--- src/rtl/uart_pkg.sv ---
`default_nettype none
// ============================================================================
//  Module      : uart_pkg
//  Description : Shared definitions for the jacaranda-8 UART transmitter:
//                FSM state encoding, parity_mode codes and default widths.
//  Revision    : 1.0 - initial release
// ============================================================================
package uart_pkg;

  localparam int DEFAULT_DATA_W = 8;
  localparam int DEFAULT_DIV_W  = 32;

  // parity_mode codes; 2'd3 also means "no parity"
  localparam logic [1:0] PAR_NONE = 2'd0;
  localparam logic [1:0] PAR_EVEN = 2'd1;
  localparam logic [1:0] PAR_ODD  = 2'd2;

  // Transmit FSM state encoding
  localparam int STATE_W = 3;
  typedef enum logic [STATE_W-1:0] {
    ST_IDLE   = 3'd0,
    ST_START  = 3'd1,
    ST_DATA   = 3'd2,
    ST_PARITY = 3'd3,
    ST_STOP   = 3'd4
  } tx_state_e;

endpackage
`default_nettype wire

--- src/rtl/uart_tx_fifo_mem.sv ---
`default_nettype none
// ============================================================================
//  Module      : uart_tx_fifo_mem
//  Description : Synchronous FIFO, DATA_W x DEPTH, asynchronous active-high
//                reset. Pointers carry one extra wrap bit so full and empty
//                are distinguished without a separate counter.
//  Ports       : clk, reset      - clock, async active-high reset
//                push, wr_data   - write request (ignored when full)
//                pop,  rd_data   - read request (ignored when empty); rd_data
//                                  always shows the head entry
//                count           - occupancy 0..DEPTH
//                full, empty     - status flags
//  Revision    : 1.0 - initial release
// ============================================================================
module uart_tx_fifo_mem #(
  parameter  int DATA_W = 8,
  parameter  int DEPTH  = 4,
  localparam int AW     = $clog2(DEPTH)
) (
  input  logic              clk,
  input  logic              reset,
  input  logic              push,
  input  logic [DATA_W-1:0] wr_data,
  input  logic              pop,
  output logic [DATA_W-1:0] rd_data,
  output logic [AW:0]       count,
  output logic              full,
  output logic              empty
);

  logic [DATA_W-1:0] mem_q [DEPTH];
  logic [DATA_W-1:0] mem_d [DEPTH];
  logic [AW:0]       wr_ptr_q, wr_ptr_d;
  logic [AW:0]       rd_ptr_q, rd_ptr_d;
  logic              do_push;
  logic              do_pop;

  assign count   = wr_ptr_q - rd_ptr_q;
  assign empty   = (wr_ptr_q == rd_ptr_q);
  assign full    = (count == (AW+1)'(DEPTH));
  assign rd_data = mem_q[rd_ptr_q[AW-1:0]];
  assign do_push = push && !full;
  assign do_pop  = pop && !empty;

  always_comb begin
    mem_d    = mem_q;
    wr_ptr_d = wr_ptr_q;
    rd_ptr_d = rd_ptr_q;
    if (do_push) begin
      mem_d[wr_ptr_q[AW-1:0]] = wr_data;
      wr_ptr_d                = wr_ptr_q + (AW+1)'(1);
    end
    if (do_pop) begin
      rd_ptr_d = rd_ptr_q + (AW+1)'(1);
    end
  end

  always_ff @(posedge clk or posedge reset) begin
    if (reset) begin
      wr_ptr_q <= '0;
      rd_ptr_q <= '0;
      for (int i = 0; i < DEPTH; i++) begin
        mem_q[i] <= '0;
      end
    end else begin
      wr_ptr_q <= wr_ptr_d;
      rd_ptr_q <= rd_ptr_d;
      mem_q    <= mem_d;
    end
  end

endmodule
`default_nettype wire

--- src/rtl/uart_tx_fifo.sv ---
`default_nettype none
// ============================================================================
//  Module      : uart_tx_fifo
//  Description : Parametrised UART transmitter with a small transmit FIFO.
//                Frames are START, DATA_W data bits (LSB first), optional
//                parity, then one or two stop bits. Frames are sent
//                back-to-back while tx_en is high and the FIFO has data.
//  Build macro : UART_TX_PARITY_EN - when defined, parity_mode selects
//                even/odd parity; when undefined parity_mode is ignored and
//                no parity bit is ever sent.
//  Ports       : clk, reset      - clock, async active-high reset
//                tx_en           - gates frame starts only
//                clk_count_bit   - clk cycles per bit (0 and 1 mean 1)
//                parity_mode     - 0/3 none, 1 even, 2 odd
//                two_stop        - 1 selects two stop bits
//                wr_data, wr_valid, wr_ready - FIFO write port
//                tx              - registered serial output, idle high
//                busy            - frame in progress or FIFO non-empty
//                fifo_count      - FIFO occupancy
//  Revision    : 1.0 - initial release
// ============================================================================
module uart_tx_fifo
  import uart_pkg::*;
#(
  parameter  int DATA_W     = DEFAULT_DATA_W,
  parameter  int FIFO_DEPTH = 4,
  parameter  int DIV_W      = DEFAULT_DIV_W,
  localparam int CNT_W      = $clog2(FIFO_DEPTH) + 1
) (
  input  logic              clk,
  input  logic              reset,
  input  logic              tx_en,
  input  logic [DIV_W-1:0]  clk_count_bit,
  input  logic [1:0]        parity_mode,
  input  logic              two_stop,
  input  logic [DATA_W-1:0] wr_data,
  input  logic              wr_valid,
  output logic              wr_ready,
  output logic              tx,
  output logic              busy,
  output logic [CNT_W-1:0]  fifo_count
);

  localparam int IDX_W = $clog2(DATA_W);

  tx_state_e         state_q, state_d;
  logic [DIV_W-1:0]  baud_q, baud_d;
  logic [IDX_W-1:0]  bit_idx_q, bit_idx_d;
  logic              stop2_q, stop2_d;      // second stop bit in progress
  logic [DATA_W-1:0] data_q, data_d;
  logic              par_en_q, par_en_d;
  logic              par_odd_q, par_odd_d;
  logic              two_stop_q, two_stop_d;
  logic [DIV_W-1:0]  div_q, div_d;
  logic              tx_q, tx_d;

  logic              fifo_full;
  logic              fifo_empty;
  logic [DATA_W-1:0] fifo_rd_data;
  logic              pop;
  logic              load;
  logic              bit_end;
  logic              start_ok;

  uart_tx_fifo_mem #(
    .DATA_W (DATA_W),
    .DEPTH  (FIFO_DEPTH)
  ) u_fifo (
    .clk     (clk),
    .reset   (reset),
    .push    (wr_valid),
    .wr_data (wr_data),
    .pop     (pop),
    .rd_data (fifo_rd_data),
    .count   (fifo_count),
    .full    (fifo_full),
    .empty   (fifo_empty)
  );

`ifndef UART_TX_PARITY_EN
  logic unused_parity_mode;
  assign unused_parity_mode = ^parity_mode;
`endif

  assign wr_ready = !fifo_full;
  assign busy     = (state_q != ST_IDLE) || !fifo_empty;
  assign tx       = tx_q;

  always_comb begin
    state_d    = state_q;
    baud_d     = baud_q;
    bit_idx_d  = bit_idx_q;
    stop2_d    = stop2_q;
    data_d     = data_q;
    par_en_d   = par_en_q;
    par_odd_d  = par_odd_q;
    two_stop_d = two_stop_q;
    div_d      = div_q;
    pop        = 1'b0;
    load       = 1'b0;
    tx_d       = 1'b1;

    // Divisors 0 and 1 both give a single-cycle bit
    bit_end  = (div_q <= DIV_W'(1)) || (baud_q == div_q - DIV_W'(1));
    start_ok = tx_en && !fifo_empty;

    if (state_q != ST_IDLE) begin
      baud_d = bit_end ? '0 : baud_q + DIV_W'(1);
    end

    case (state_q)
      ST_IDLE: begin
        if (start_ok) begin
          load = 1'b1;
        end
      end
      ST_START: begin
        if (bit_end) begin
          state_d   = ST_DATA;
          bit_idx_d = '0;
        end
      end
      ST_DATA: begin
        if (bit_end) begin
          if (bit_idx_q == IDX_W'(DATA_W - 1)) begin
            state_d = par_en_q ? ST_PARITY : ST_STOP;
            stop2_d = 1'b0;
          end else begin
            bit_idx_d = bit_idx_q + IDX_W'(1);
          end
        end
      end
      ST_PARITY: begin
        if (bit_end) begin
          state_d = ST_STOP;
          stop2_d = 1'b0;
        end
      end
      ST_STOP: begin
        if (bit_end) begin
          if (two_stop_q && !stop2_q) begin
            stop2_d = 1'b1;
          end else if (start_ok) begin
            load = 1'b1;             // next frame with no idle gap
          end else begin
            state_d = ST_IDLE;
          end
        end
      end
      default: begin
        state_d = ST_IDLE;
      end
    endcase

    // Frame start: pop the head word and freeze the configuration so that
    // later changes on the config inputs cannot disturb this frame.
    if (load) begin
      pop        = 1'b1;
      state_d    = ST_START;
      baud_d     = '0;
      data_d     = fifo_rd_data;
      two_stop_d = two_stop;
      div_d      = clk_count_bit;
`ifdef UART_TX_PARITY_EN
      par_en_d   = (parity_mode == PAR_EVEN) || (parity_mode == PAR_ODD);
      par_odd_d  = (parity_mode == PAR_ODD);
`else
      par_en_d   = 1'b0;
      par_odd_d  = 1'b0;
`endif
    end

    // tx follows the next state so the registered line changes together
    // with the state register.
    case (state_d)
      ST_START:  tx_d = 1'b0;
      ST_DATA:   tx_d = data_d[bit_idx_d];
      ST_PARITY: tx_d = par_odd_q ? ~^data_q : ^data_q;
      default:   tx_d = 1'b1;
    endcase
  end

  always_ff @(posedge clk or posedge reset) begin
    if (reset) begin
      state_q    <= ST_IDLE;
      baud_q     <= '0;
      bit_idx_q  <= '0;
      stop2_q    <= 1'b0;
      data_q     <= '0;
      par_en_q   <= 1'b0;
      par_odd_q  <= 1'b0;
      two_stop_q <= 1'b0;
      div_q      <= '0;
      tx_q       <= 1'b1;
    end else begin
      state_q    <= state_d;
      baud_q     <= baud_d;
      bit_idx_q  <= bit_idx_d;
      stop2_q    <= stop2_d;
      data_q     <= data_d;
      par_en_q   <= par_en_d;
      par_odd_q  <= par_odd_d;
      two_stop_q <= two_stop_d;
      div_q      <= div_d;
      tx_q       <= tx_d;
    end
  end

endmodule
`default_nettype wire

--- config.mk ---
export PLATFORM = sky130hd
export DESIGN_NAME = uart_tx_fifo
export DESIGN_NICKNAME = d
export VERILOG_FILES = /design/src/rtl/uart_pkg.sv /design/src/rtl/uart_tx_fifo_mem.sv /design/src/rtl/uart_tx_fifo.sv
export SDC_FILE = /design/constraint.sdc
export NUM_CORES = 1
export LEC_CHECK = 0
export CORE_ASPECT_RATIO = 2
export CORE_MARGIN = 8
export CORE_UTILIZATION = 45
export CTS_BUF_LIST = sky130_fd_sc_hd__clkbuf_16
export DETAILED_ROUTE_END_ITERATION = 8
export PLACE_DENSITY = 0.61
export SLEW_MARGIN = 10
export SYNTH_ARGS = -nofsm -noshare
export SYNTH_HDL_FRONTEND = slang
export SYNTH_SLANG_ARGS = --single-unit
--- constraint.sdc ---
create_clock -name clk -period 4.75 [get_ports clk]
set_clock_uncertainty 0.15 [all_clocks]
set_input_delay 0.7125 -clock clk [delete_from_list [all_inputs] [get_ports clk]]
set_output_delay 0.7125 -clock clk [all_outputs]
set_load 0.01 [all_outputs]
==> summary.txt, run 1 <==
Global route
  – M3 GR Usage: 3.33%
  – Vias in the first global route: around 5,700
  – First-pass GRT wire length: 29,400 um
  – Layer with the highest usage: met2
  – GRT Residual Overflow: 0
  – Initial antenna violation count: 0
  – Met1 Use GR: approximately 18%
  – Largest net degree at the start of global routing: just under 70
  – GR Util All Layers: about a fifth
  – GR met2 Demand/Resource: 36.8%

Final layout
  – Fin util: a little under three fifths
  – FILL cells: around 1,400
  – Synthesis-to-finish area growth: 20.5%
  – Finished Layout Cells: ~960
  – Ant diodes: 0
  – Fin nets: roughly 800
  – Share of layout cells above drive strength 1: about a fifth

Synthesis
  – Top cells by count, synth: dfrtp_1 (118), mux2_2 (71), o21ai_0 (66)
  – Yosys warning count: 0
  – Largest area contributor in the netlist: dfrtp_1
  – Synth Flop Type: dfrtp_1
  – Synthesized instance count: between 600 and 700
  – Distinct cells, synth: 67
  – Post-synth EDFFs: 0
  – Post-Syn Area: about 7000 um2
  – Post-synthesis sequential area ratio: ~43%
  – Area contributors post-synth: dfrtp_1 (42%), mux2_2 (11%), o21ai_0 (4.7%)
  – Async S/R FF share, synth: 100%
  – Flops & latches, synth: about 120
  – Count leader, synth: dfrtp_1
  – Avg Cell Area, Syn: between 10 and 15 um2
  – Syn Nets: 745
  – Area share of the largest cell type after synthesis: between 40% and 50%

Floorplan
  – Rows: 64
  – Initial core utilization: 45.7%
  – I/O Pins: 53
  – CORE AREA: ~15,000 um2
  – Die area: 19,900 um2
  – Die Width: 104 um
  – Vert. Die Dim: 192 um

Place
  – Placed instance count: around 920
  – Routability cong.: 0.894
  – Post-DP HPWL: about 14,000 um
  – PortBufs: 50

Timing
  – Tcrit/Tclk final: a little over nine tenths
  – Fmax: between 200 and 250 MHz
  – Period minus WS final: 4.46 ns
  – Setup TNS Final: 0 ns
  – Final Slew Violations: 0
  – Final setup violation count: 0
  – Relative slew slack: 52.0%
  – Final hold vios: 0
  – RSZ-0062 raised after global routing: false
  – Worst-Margin Slew: 0.720 ns

Routing
  – Drt total wl: 18,200 um
  – Vias: between 5,000 and 6,000
  – DRT Pass-1 Iters: 5
  – DR vias/cell: 5.76
  – ANT nets after route: 0
  – Initial DRC count: between 200 and 250
  – WL/cell: 19.0 um
  – DRC Markers: 0

Critical path
  – CP Class: flip-flop to flip-flop
  – Crit path capture type: flip-flop
  – CP max stage delay: 0.61 ns
  – Most frequent CP cell: or4b_1
  – CP cell instances: inv_1, ha_1, or4b_1, or4b_1, xnor2_1, a211oi_1, o2111ai_2, nor3b_2, o211a_1, mux2i_1, a22oi_1, mux2_2, a211o_1
  – CP max stage cell: or4b_1
  – Top Family by Delay on Critical Path: compound AO/OA/AOI/OAI gates
  – Depth of the most critical reg-to-reg path: 13
  – R2R Setup Slk: roughly 0.3 ns
  – CP startpoint kind: flip-flop
  – Reg-to-Reg Start: div_q[0]$_DFFE_PP0N_
  – Critical path buffers and inverters: 1
  – CP Max Fanout: 8
  – Worst EP required: slightly below 5 ns
  – Reg-to-Reg End: tx$_DFF_PP1_
  – Crit path DAT: 4.65 ns

Power and ir drop
  – Peak VDD IR: 0.000342 V
  – PD cells: 651 nW/um2
  – P_leak: 3.43 nW

Worst hold path
  – Worst hold path cell count: 1
  – Min-delay src: u_fifo.wr_ptr_q[2]$_DFFE_PP0P_
  – Hold Crit Class: flip-flop to flip-flop
  – Hold EP: u_fifo.wr_ptr_q[2]$_DFFE_PP0P_

Status
  – Status: completed

Clock network
  – Reg clk slew, reported paths: 0.06 ns
  – H-tree depth: 4
  – CTS tree: yes
  – CTS Root Buffer Type: clkbuf_16
  – CTS max path bufs: 2
  – Clock sink count: approximately 120
  – Hold-fix buffers, CTS: 0
  – Clock Latency Late Sink: ~0.42 ns
  – CTS Buf Count: 17

Job
  – Max_cap viols: 0
-- metrics by stage --
stage | hold WS [ns] | cell area (um2) | total power [mW] | setup slack, ns
after detailed placement | 0.337 | 7740 | 4.06 | 0.321
after global routing | 0.356 | 8380 | 5.76 | 0.0994
after floorplan | 0.315 | 6950 | 3.35 | 0.560
final | 0.344 | 8380 | 5.46 | 0.293
after CTS | 0.345 | 8380 | 5.49 | 0.272
after global placement | 0.331 | 7740 | 3.96 | 0.391
-- power breakdown --
part           total [mW]  switching (mW)  leakage (nW)  internal, mW
Sequential           1.92           0.508          1.49          1.41
Combinational        2.13            1.01          1.62          1.12
Clock                1.41           0.514         0.318         0.894
-- cell type report --
class	instances	area [um2]	share of cell area (%)
clock inverter	15	216	2.58
timing repair buffer	67	653	7.79
multi-input combinational	521	3790	45.2
inverter	18	70.1	0.836
tap	198	248	2.96
clock buffer	17	425	5.07
sequential	119	2980	35.5
-- sequential cells by signal (all words and copies together), names as in the netlist --
signal           flops
baud_q              32
bit_idx_q            3
data_q               8
div_q               32
state_q              3
stop2_q              1
two_stop_q           1
tx                   1
u_fifo.mem_q        32
u_fifo.rd_ptr_q      3
u_fifo.wr_ptr_q      3
-- how the worst max path moves through the flow --
stage	start	to	slack (ns)	cells past startpoint
after floorplan	div_q[0]$_DFFE_PP0N_	tx$_DFF_PP1_	0.56	15
after global placement	div_q[9]$_DFFE_PP0N_	tx$_DFF_PP1_	0.39	12
after detailed placement	div_q[9]$_DFFE_PP0N_	tx$_DFF_PP1_	0.32	12
after CTS	div_q[9]$_DFFE_PP0N_	tx$_DFF_PP1_	0.27	12
after global routing	div_q[9]$_DFFE_PP0N_	tx$_DFF_PP1_	0.1	12
final	div_q[0]$_DFFE_PP0N_	tx$_DFF_PP1_	0.29	13
-- layer usage --
layer	vias to the layer above	wire, um
met1	2749	6310
met4	0	716
met3	39	515
met2	114	10600
li1	2599	-
met5	-	0
-- logic make-up (layout without fill, tap and decap cells) --
group / Yosys count / in the layout / synth area share, %
adder cells (fa/ha/maj): 12 / 12 / 2.27
buffers and inverters: 46 / 117 / 2.75
multiplexers: 84 / 84 / 14.8
flip-flops: 119 / 119 / 42.8
XOR/XNOR: 65 / 65 / 8.19
AO/OA/AOI/OAI: 130 / 130 / 11.5
AND/OR/NAND/NOR: 230 / 230 / 17.6
-- repair_timing --
item,4_1_cts,5_1_grt
setup buffers,0,0
endpoints found under the setup margin,0,1
gates resized for setup,0,1
-- cells in the final DEF, fill, tap and decap left out, types with 15 or more instances in the layout --
master and count:
dfrtp_1 118, xor2_1 28, mux2_2 71, nor2_1 42, clkbuf_16 17, nand2_1 60
o21ai_0 66, clkdlybuf4s50_1 50, nand3_1 19, inv_1 18, and3_1 19, buf_4 15
xnor2_1 37
No activity file was read; power rests on OpenSTA's default activity.
==> run 2, diff against run 1 <==
Settings changed: GPL_ROUTABILITY_DRIVEN from default to 0, GPL_TIMING_DRIVEN from default to 0, SLEW_MARGIN 10 to 20.
==> summary.txt, run 2 (synthesized netlist as in run 1, its figures left out) <==
Routing
  – DRC Markers: 0 (unchanged)
  – Initial DRC count: 228 (-4.2%)
  – DR vias/cell: 5.81 (+0.79%)
  – WL/cell: 19.8 um (+3.7%)
  – ANT nets after route: 0 (unchanged)
  – Drt total wl: 19,100 um (+5.1%)
  – Vias: 5,620 (+2.2%)
  – DRT Pass-1 Iters: 4 (-1)

Clock network
  – CTS Buf Count: 17 (unchanged)
  – Clock Latency Late Sink: 0.42 ns (about the same)
  – Clock sink count: 119 (unchanged)
  – CTS tree: yes
  – H-tree depth: 4 (unchanged)
  – Reg clk slew, reported paths: 0.06 ns (about the same)
  – CTS max path bufs: 2 (unchanged)
  – CTS Root Buffer Type: clkbuf_16

Floorplan
  – CORE AREA: 15,200 um2 (unchanged)
  – Die Width: 104 um (unchanged)
  – I/O Pins: 53 (unchanged)
  – Vert. Die Dim: 192 um (unchanged)
  – Initial core utilization: 45.7% (unchanged)
  – Die area: 19,900 um2 (unchanged)
  – Rows: 64 (unchanged)

Timing
  – Final worst setup slack: 0.216 ns (-0.0766 ns)
  – RSZ-0062 raised after global routing: false
  – Period minus WS final: 4.53 ns (+0.0766 ns)
  – Setup TNS Final: 0 ns (unchanged)
  – Relative slew slack: 42.7% (-9.3 points)
  – Worst-Margin Slew: 0.859 ns (+0.139 ns)
  – Final setup violation count: 0 (unchanged)
  – Final hold vios: 0 (unchanged)
  – Final Slew Violations: 0 (unchanged)
  – Fmax: 221 MHz (-1.7%)
  – Tcrit/Tclk final: 95.4% (+1.6 points)

Final layout
  – Synthesis-to-finish area growth: 19.8%
  – Most frequent cells in the layout: dfrtp_1 (118), mux2_2 (71), o21ai_0 (66), nand2_1 (60), clkdlybuf4s50_1 (50)
  – Fin nets: 816 (+1.6%)
  – Finished Layout Cells: 968 (+1.4%)
  – Biggest regs: baud_q: 32 flops, div_q: 32 flops, u_fifo.mem_q: 32 flops
  – Most common cell after layout, fill and taps aside: dfrtp_1
  – Fin util: 54.8% (-0.33 points)
  – Share of layout cells above drive strength 1: 19.1% (-0.33 points)
  – Ant diodes: 0 (unchanged)

Power and ir drop
  – PD cells: 632 nW/um2 (-2.9%)
  – P_leak: 3.39 nW (-1.1%)
  – Peak VDD IR: 0.000374 V (+9.2%)
  – Overall Power: 5.27 mW (-3.5%)

Critical path
  – CP Max Fanout: 8 (unchanged)
  – Worst EP required: 4.94 ns (about the same)
  – CP Class: flip-flop to flip-flop
  – CP startpoint kind: flip-flop
  – Crit path capture type: flip-flop
  – CP cell instances: or3_1, nor4_2, nand4_1, or4_1, o21ai_1, o2111ai_4, nor3b_4, o211a_1, buf_6, mux2i_1, a22oi_1, mux2_2, a211o_1
  – CP max stage cell: or4_1
  – Crit path DAT: 4.72 ns (+0.07 ns)
  – CP max stage delay: 0.55 ns (-0.06 ns)

Global route
  – Largest net degree at the start of global routing: 82 (+19%)
  – GR Util All Layers: 19.6% (+0.98 points)
  – First-pass GRT wire length: 30,700 um (+4.4%)
  – GR met2 Demand/Resource: 39.4% (+2.7 points)
  – Vias in the first global route: 5,973 (+4.6%)
  – Layer with the highest usage: met2
  – Met1 Use GR: 18.1% (+0.62 points)
  – Initial antenna violation count: 0 (unchanged)
  – M3 GR Usage: 3.76% (+0.44 points)
  – GRT Residual Overflow: 0 (unchanged)

Status
  – Status: completed

Worst hold path
  – Hold Crit Class: flip-flop to flip-flop

Place
  – PortBufs: 50 (unchanged)
  – Post-DP HPWL: 14,600 um (+6.4%)
  – Placed instance count: 935 (+1.3%)
  – Pre-CTS WS: -0.321 ns (-0.642 ns)

Job
  – Max_cap viols: 0 (unchanged)
[run 2: layer usage]
layer / part of all wire [%] / wire [um]
met5: 0 / 0
met4: 3.5 / 668
met3: 3.1 / 598
met2: 58 / 11200
met1: 35 / 6680
[run 2: final timing paths]
check	depth (start not counted)	slack, ns	start	to
max	13	0.22	div_q[8]$_DFFE_PP0N_	tx$_DFF_PP1_
min	1	0.35	u_fifo.wr_ptr_q[2]$_DFFE_PP0P_	u_fifo.wr_ptr_q[2]$_DFFE_PP0P_
max reg2reg	13	0.22	div_q[8]$_DFFE_PP0N_	tx$_DFF_PP1_
min reg2reg	1	0.35	u_fifo.wr_ptr_q[2]$_DFFE_PP0P_	u_fifo.wr_ptr_q[2]$_DFFE_PP0P_
max in group asynchronous	3	3.17	reset	tx$_DFF_PP1_
min in group asynchronous	2	0.52	reset	u_fifo.wr_ptr_q[0]$_DFFE_PP0P_
[run 2: per-stage QoR]
step,instance area [um2],hold WS [ns]
2_1_floorplan,6950,0.315
3_3_place_gp,7700,0.332
3_5_place_dp,7730,0.336
4_1_cts,8300,0.349
5_1_grt,8330,0.360
6_report,8330,0.347
[run 2: cell type report]
cell class,count,area (um2)
fill,1382,6880
multi-input combinational,521,3820
sequential,119,2980
timing repair buffer,52,536
clock buffer,17,425
tap,198,248
buffer,28,126
clock inverter,15,121
inverter,18,72.6
[run 2: what timing repair did]
item / CTS / global route
resized for setup: 3 / 7
hold buffers: 0 / 0
cloned: 0 / 0
pin swaps: 1 / 2
setup endpoints to repair: 75 / 58
buffers inserted: 1 / 0
[run 2: critical path, delay by kind of cell (launching register included)]
| kind | cells | cell delay (ns) |
|---|---|---|
| mux | 2 | 0.48 |
| flops | 1 | 0.48 |
| compound gates | 5 | 1.06 |
| simple gates | 5 | 2.16 |
| buf+inv | 1 | 0.13 |
[run 2: power breakdown]
group | internal, mW | switching [mW]
clock network | 0.679 | 0.508
registers | 1.42 | 0.437
logic | 1.10 | 1.13
